<file path="src/rtl/count_pair_alu.sv">
// Operates on two sampled counter values (ADD/SUB/XOR/CMP) and queues the results in a small FIFO.
// A saturating counter tracks how many CMP commands saw equal operands.
module count_pair_alu #(
   parameter int WIDTH = 8,
   parameter int DEPTH = 4,
   parameter int MCW   = 8
) (
   input  logic                     clk,
   input  logic                     reset,
   input  logic [WIDTH-1:0]         count_a,
   input  logic [WIDTH-1:0]         count_b,
   input  logic                     cmd_valid,
   input  logic [1:0]               cmd_op,
   output logic                     cmd_ready,
   output logic                     res_valid,
   input  logic                     res_ready,
   output logic [WIDTH-1:0]         res_data,
   output logic                     res_flag,
   output logic [1:0]               res_op,
   output logic [MCW-1:0]           match_cnt,
   output logic [$clog2(DEPTH):0]   fifo_level
);

   localparam int PW = $clog2(DEPTH);
   localparam int LW = PW + 1;

   typedef enum logic [1:0] {
      OP_ADD = 2'b00,
      OP_SUB = 2'b01,
      OP_XOR = 2'b10,
      OP_CMP = 2'b11
   } op_e;

   logic [WIDTH-1:0] r_mem_data [DEPTH];
   logic             r_mem_flag [DEPTH];
   logic [1:0]       r_mem_op   [DEPTH];
   logic [PW-1:0]    r_wr_ptr;
   logic [PW-1:0]    r_rd_ptr;
   logic [LW-1:0]    r_level;
   logic [MCW-1:0]   r_match;

   op_e              w_op;
   logic [WIDTH:0]   w_sum;
   logic [WIDTH-1:0] w_xor;
   logic [WIDTH-1:0] w_data;
   logic             w_flag;
   logic             w_ready;
   logic             w_valid;
   logic             w_push;
   logic             w_pop;
   logic             w_match_hit;

   // Ready depends on stored occupancy only, never on res_ready.
   assign w_ready     = (r_level < LW'(DEPTH));
   assign w_valid     = (r_level != '0);
   assign w_push      = cmd_valid && w_ready && !reset;
   assign w_pop       = w_valid && res_ready && !reset;
   assign w_op        = op_e'(cmd_op);
   assign w_match_hit = w_push && (w_op == OP_CMP) && (count_a == count_b);

   always_comb begin
      w_sum  = {1'b0, count_a} + {1'b0, count_b};
      w_xor  = count_a ^ count_b;
      w_data = '0;
      w_flag = 1'b0;
      case (w_op)
         OP_ADD: begin
            w_data = w_sum[WIDTH-1:0];
            w_flag = w_sum[WIDTH];
         end
         OP_SUB: begin
            w_data = count_a - count_b;
            w_flag = (count_a < count_b);
         end
         OP_XOR: begin
            w_data = w_xor;
            w_flag = (w_xor == '0);
         end
         OP_CMP: begin
            w_data = (count_a > count_b) ? count_a : count_b;
            w_flag = (count_a == count_b);
         end
      endcase
   end

   always_ff @(posedge clk) begin
      if (w_push) begin
         r_mem_data[r_wr_ptr] <= w_data;
         r_mem_flag[r_wr_ptr] <= w_flag;
         r_mem_op[r_wr_ptr]   <= cmd_op;
      end
   end

   always_ff @(posedge clk) begin
      if (reset) begin
         r_wr_ptr <= '0;
         r_rd_ptr <= '0;
         r_level  <= '0;
         r_match  <= '0;
      end else begin
         if (w_push) begin
            r_wr_ptr <= r_wr_ptr + 1'b1;
         end
         if (w_pop) begin
            r_rd_ptr <= r_rd_ptr + 1'b1;
         end
         case ({w_push, w_pop})
            2'b10:   r_level <= r_level + 1'b1;
            2'b01:   r_level <= r_level - 1'b1;
            default: r_level <= r_level;
         endcase
         if (w_match_hit && (r_match != '1)) begin
            r_match <= r_match + 1'b1;
         end
      end
   end

   // Head fields read as zero whenever the FIFO is empty.
   assign cmd_ready  = w_ready;
   assign res_valid  = w_valid;
   assign res_data   = w_valid ? r_mem_data[r_rd_ptr] : '0;
   assign res_flag   = w_valid ? r_mem_flag[r_rd_ptr] : 1'b0;
   assign res_op     = w_valid ? r_mem_op[r_rd_ptr]   : 2'b00;
   assign match_cnt  = r_match;
   assign fifo_level = r_level;

endmodule

</file>
<file path="config.mk">
export PLATFORM = sky130hd
export DESIGN_NAME = count_pair_alu
export DESIGN_NICKNAME = d
export VERILOG_FILES = /design/src/rtl/count_pair_alu.sv
export SDC_FILE = /design/constraint.sdc
export NUM_CORES = 1
export LEC_CHECK = 0
export ABC_AREA = 1
export CAP_MARGIN = 20
export CELL_PAD_IN_SITES_DETAIL_PLACEMENT = 0
export CELL_PAD_IN_SITES_GLOBAL_PLACEMENT = 1
export CORE_MARGIN = 3
export CORE_UTILIZATION = 42
export CTS_CLUSTER_DIAMETER = 100
export CTS_CLUSTER_SIZE = 25
export DETAILED_ROUTE_END_ITERATION = 16
export GPL_ROUTABILITY_DRIVEN = 1
export PLACE_DENSITY = 0.9
export SETUP_SLACK_MARGIN = 0.02
export SYNTH_ARGS = -nofsm -noshare
export SYNTH_HDL_FRONTEND = slang
export SYNTH_SLANG_ARGS = --single-unit
</file>
<file path="constraint.sdc">
create_clock -name clk -period 2.7 [get_ports clk]
set_input_delay 0.405 -clock clk [delete_from_list [all_inputs] [get_ports clk]]
set_output_delay 0.405 -clock clk [all_outputs]
set_load 0.05 [all_outputs]
</file>
==> results.md <==
* Maximum vdd drop at 0.000247 V
* Setup bufs post-CTS at 0
* Post-CTS Resized at 0
* RSZ-0062 raised after global routing: false
* Clock buffer depth at 2
* Die Footprint at 0.00991 sq mm
* Final Worst Setup Slack at 0.268 ns
* RePlAce Congestion at 0.867
* Layout Cells excl Fill at 620
* EDFF count, synth at 44
* Cts bufs inserted at 9
* Initial Util at 0.441
* CTS tree: built
* Reg clk slew, reported paths at 0.06 ns
* Number of global-route vias before repair at 2800
* DP HPWL at 6060 um
* Chip Width at 99.6 um
* First-pass GRT wire length at 12900 um
* Main synth FF type: edfxtp_1
* Hold endpoint: r_rd_ptr[1]$_SDFFE_PP0P_
* Wire per inst at 12.8 um
* Initial antenna violation count at 0
* Mapped Area at 0.00368 sq mm
* Distinct cells, synth at 37
* Area grow syn2layout at 24.2%
* Share of layout cells above drive strength 1 at 0.132
* Final Cycle Share at 0.901
* Rel. slew slack at 0.657
* Nature of the critical path endpoint: flop
* Final net count at 557
* Worst r2r src: fifo_level[2]$_SDFFE_PP0P_
* Ant diodes at 0
* Design Area, Final at 0.00457 sq mm
* Cells on worst reg2reg path at 9
* Top-area cell type share of the netlist area at 0.359
* Synth area leaders: edfxtp_1, dfxtp_1, nand2_1, ha_1, nor2_1
* CP startpoint kind: input port
* Reg2Reg Setup Slack at 0.77 ns
* Clk Latency, worst-skew pair at 0.33 ns
* Final worst path period need at 2.43 ns
* DP Worst Slack at -0.0611 ns
* Hold WC Path Type: flop to flop
* CP arrival at 2.55 ns
* Initial DRC Count at 153
* Sequential area share after synthesis at 0.452
* # setup viols final at 0
* Critical path class: input port to flop
* DP Area at 0.00433 sq mm
* Largest net degree at the start of global routing at 23
* Most common cell in the netlist: nand2_1
* Max Cap Viol at 0
* Most instantiated cells after synthesis: nand2_1, nor2_1, inv_1
* Max-slew violations at 0
* Site Rows at 33
* Async SR Flop Fraction at 0
* DR vias/cell at 4.97
* Pwr Total at 2.61 mW
* Final Hold Viols at 0
* Hold_buf cts at 0
* Clock Sinks at 61
* Syn Inst Count at 444
* Worst EP required at 2.82 ns
* Clock Skew at 0.0108 ns
* Avg Cell Area, Syn at 8.28 sq um
* Die height at 99.6 um
* Warnings from Yosys at 0
* Port Buffers at 45
* CTS root buf: clkbuf_8
* Drt first pass iters at 5
* CP max FO at 4
* Routed WL at 7960 um
* Total grt overflow at 0
* Min-delay src: r_rd_ptr[1]$_SDFFE_PP0P_
* Max Fclk at 0.411 GHz
* # placed instances at 604
* All-layer global routing usage at 0.164
* Post-route ant nets at 0
* Outcome: finished clean
* CORE AREA at 0.00834 sq mm
* Worst hold stages at 2
* Io pins at 46
* Worst r2r dst: fifo_level[2]$_SDFFE_PP0P_
* Mapped Nets at 491
* Max H-tree Level at 3
* Yosys reg bits at 61
* Leak Pwr at 1.93 nW
* Cell taking the most area after synthesis: edfxtp_1
* PD cells at 571 mW/mm^2
* Worst slew pin tran at 0.514 ns
* Vias at 3080
* DRC errors left at 0
## logic make-up (layout without fill, tap and decap cells)
logic type,after synthesis,count (layout),synth area share
adders and majority gates,25,25,0.0912
buffers and inverters,70,141,0.0783
DFF,61,61,0.452
and+or+nand+nor,199,199,0.243
AOI/OAI and AO/OA,80,80,0.114
xor gates and xnor gates,9,9,0.0214
## report_power, final
group          internal [mW]  total, mW  switching, mW
combinational          0.206      0.603          0.397
clock                  0.608      0.941          0.333
sequential              1.05       1.06         0.0107
total                   1.87       2.61          0.741
## metrics by stage
stage	util	TNS, ns	hold WS, ns
2_1_floorplan	-	0	0.436
3_3_place_gp	0.519	0	0.450
3_5_place_dp	0.519	-0.930	0.457
4_1_cts	0.548	0	0.468
5_1_grt	0.548	0	0.510
6_report	0.548	0	0.469
## critical path, cell delays in order
cell and delay (ns):
clkdlybuf4s50_1 0.49, inv_1 0.07, ha_1 0.23, fa_1 0.39
inv_1 0.06, nand2_1 0.06, nand2_1 0.09, nand3_2 0.10
nand2_4 0.09, nand2_2 0.06, buf_4 0.16, nand2_4 0.05
nand3_2 0.05, a21oi_1 0.26
## worst max path at each step
stage	start	to
floorplan	fifo_level[2]$_SDFFE_PP0P_	res_data[0]
global placement	count_a[0]	r_mem_data[3][0]$_DFFE_PP_
detailed placement	count_a[0]	r_mem_data[1][0]$_DFFE_PP_
CTS	count_a[0]	r_mem_data[3][6]$_DFFE_PP_
global route	count_a[0]	r_mem_data[0][5]$_DFFE_PP_
finish	count_a[0]	r_mem_data[3][6]$_DFFE_PP_
## routing by layer
layer	wire length, um	GRT usage	vias to the layer above
met5	0	0	-
met3	525	0.0281	10
met4	139	0.0746	0
met2	3750	0.264	105
li1	-	-	1599
met1	3550	0.215	1366
## flip-flops by register name, indices dropped and copies added (netlist names), named ones only
name	count
fifo_level	3
r_mem_flag	4
r_rd_ptr	2
r_mem_data	32
match_cnt	8
r_mem_op	8
r_wr_ptr	2
## cells in the final DEF, fill, tap and decap left out, drive strengths merged
cell type      count
o21ai             38
clkinvlp           2
xor2               7
nand4              7
bufinv             3
buf               34
clkbuf             9
clkinv             5
a31oi              1
nor2              71
fa                 3
ha                22
clkdlybuf4s50     33
or2                3
edfxtp            44
dfxtp             17
o211ai             1
inv               55
nand3b             4
o21bai             1
nand2             87
nand3             25
xnor2              2
a21oi             38
a21o               1
nor3               2
## final cells by class
| class | count | area, sq um |
|---|---|---|
| flip-flops and latches | 61 | 1660 |
| well taps | 105 | 131 |
| clock buffers | 9 | 124 |
| repair buffers | 67 | 586 |
| clock inverters | 7 | 114 |
| inverters | 58 | 223 |
| fillers | 744 | 3770 |
| multi-input cells | 313 | 1730 |
Power figures use the tool's default switching activity.
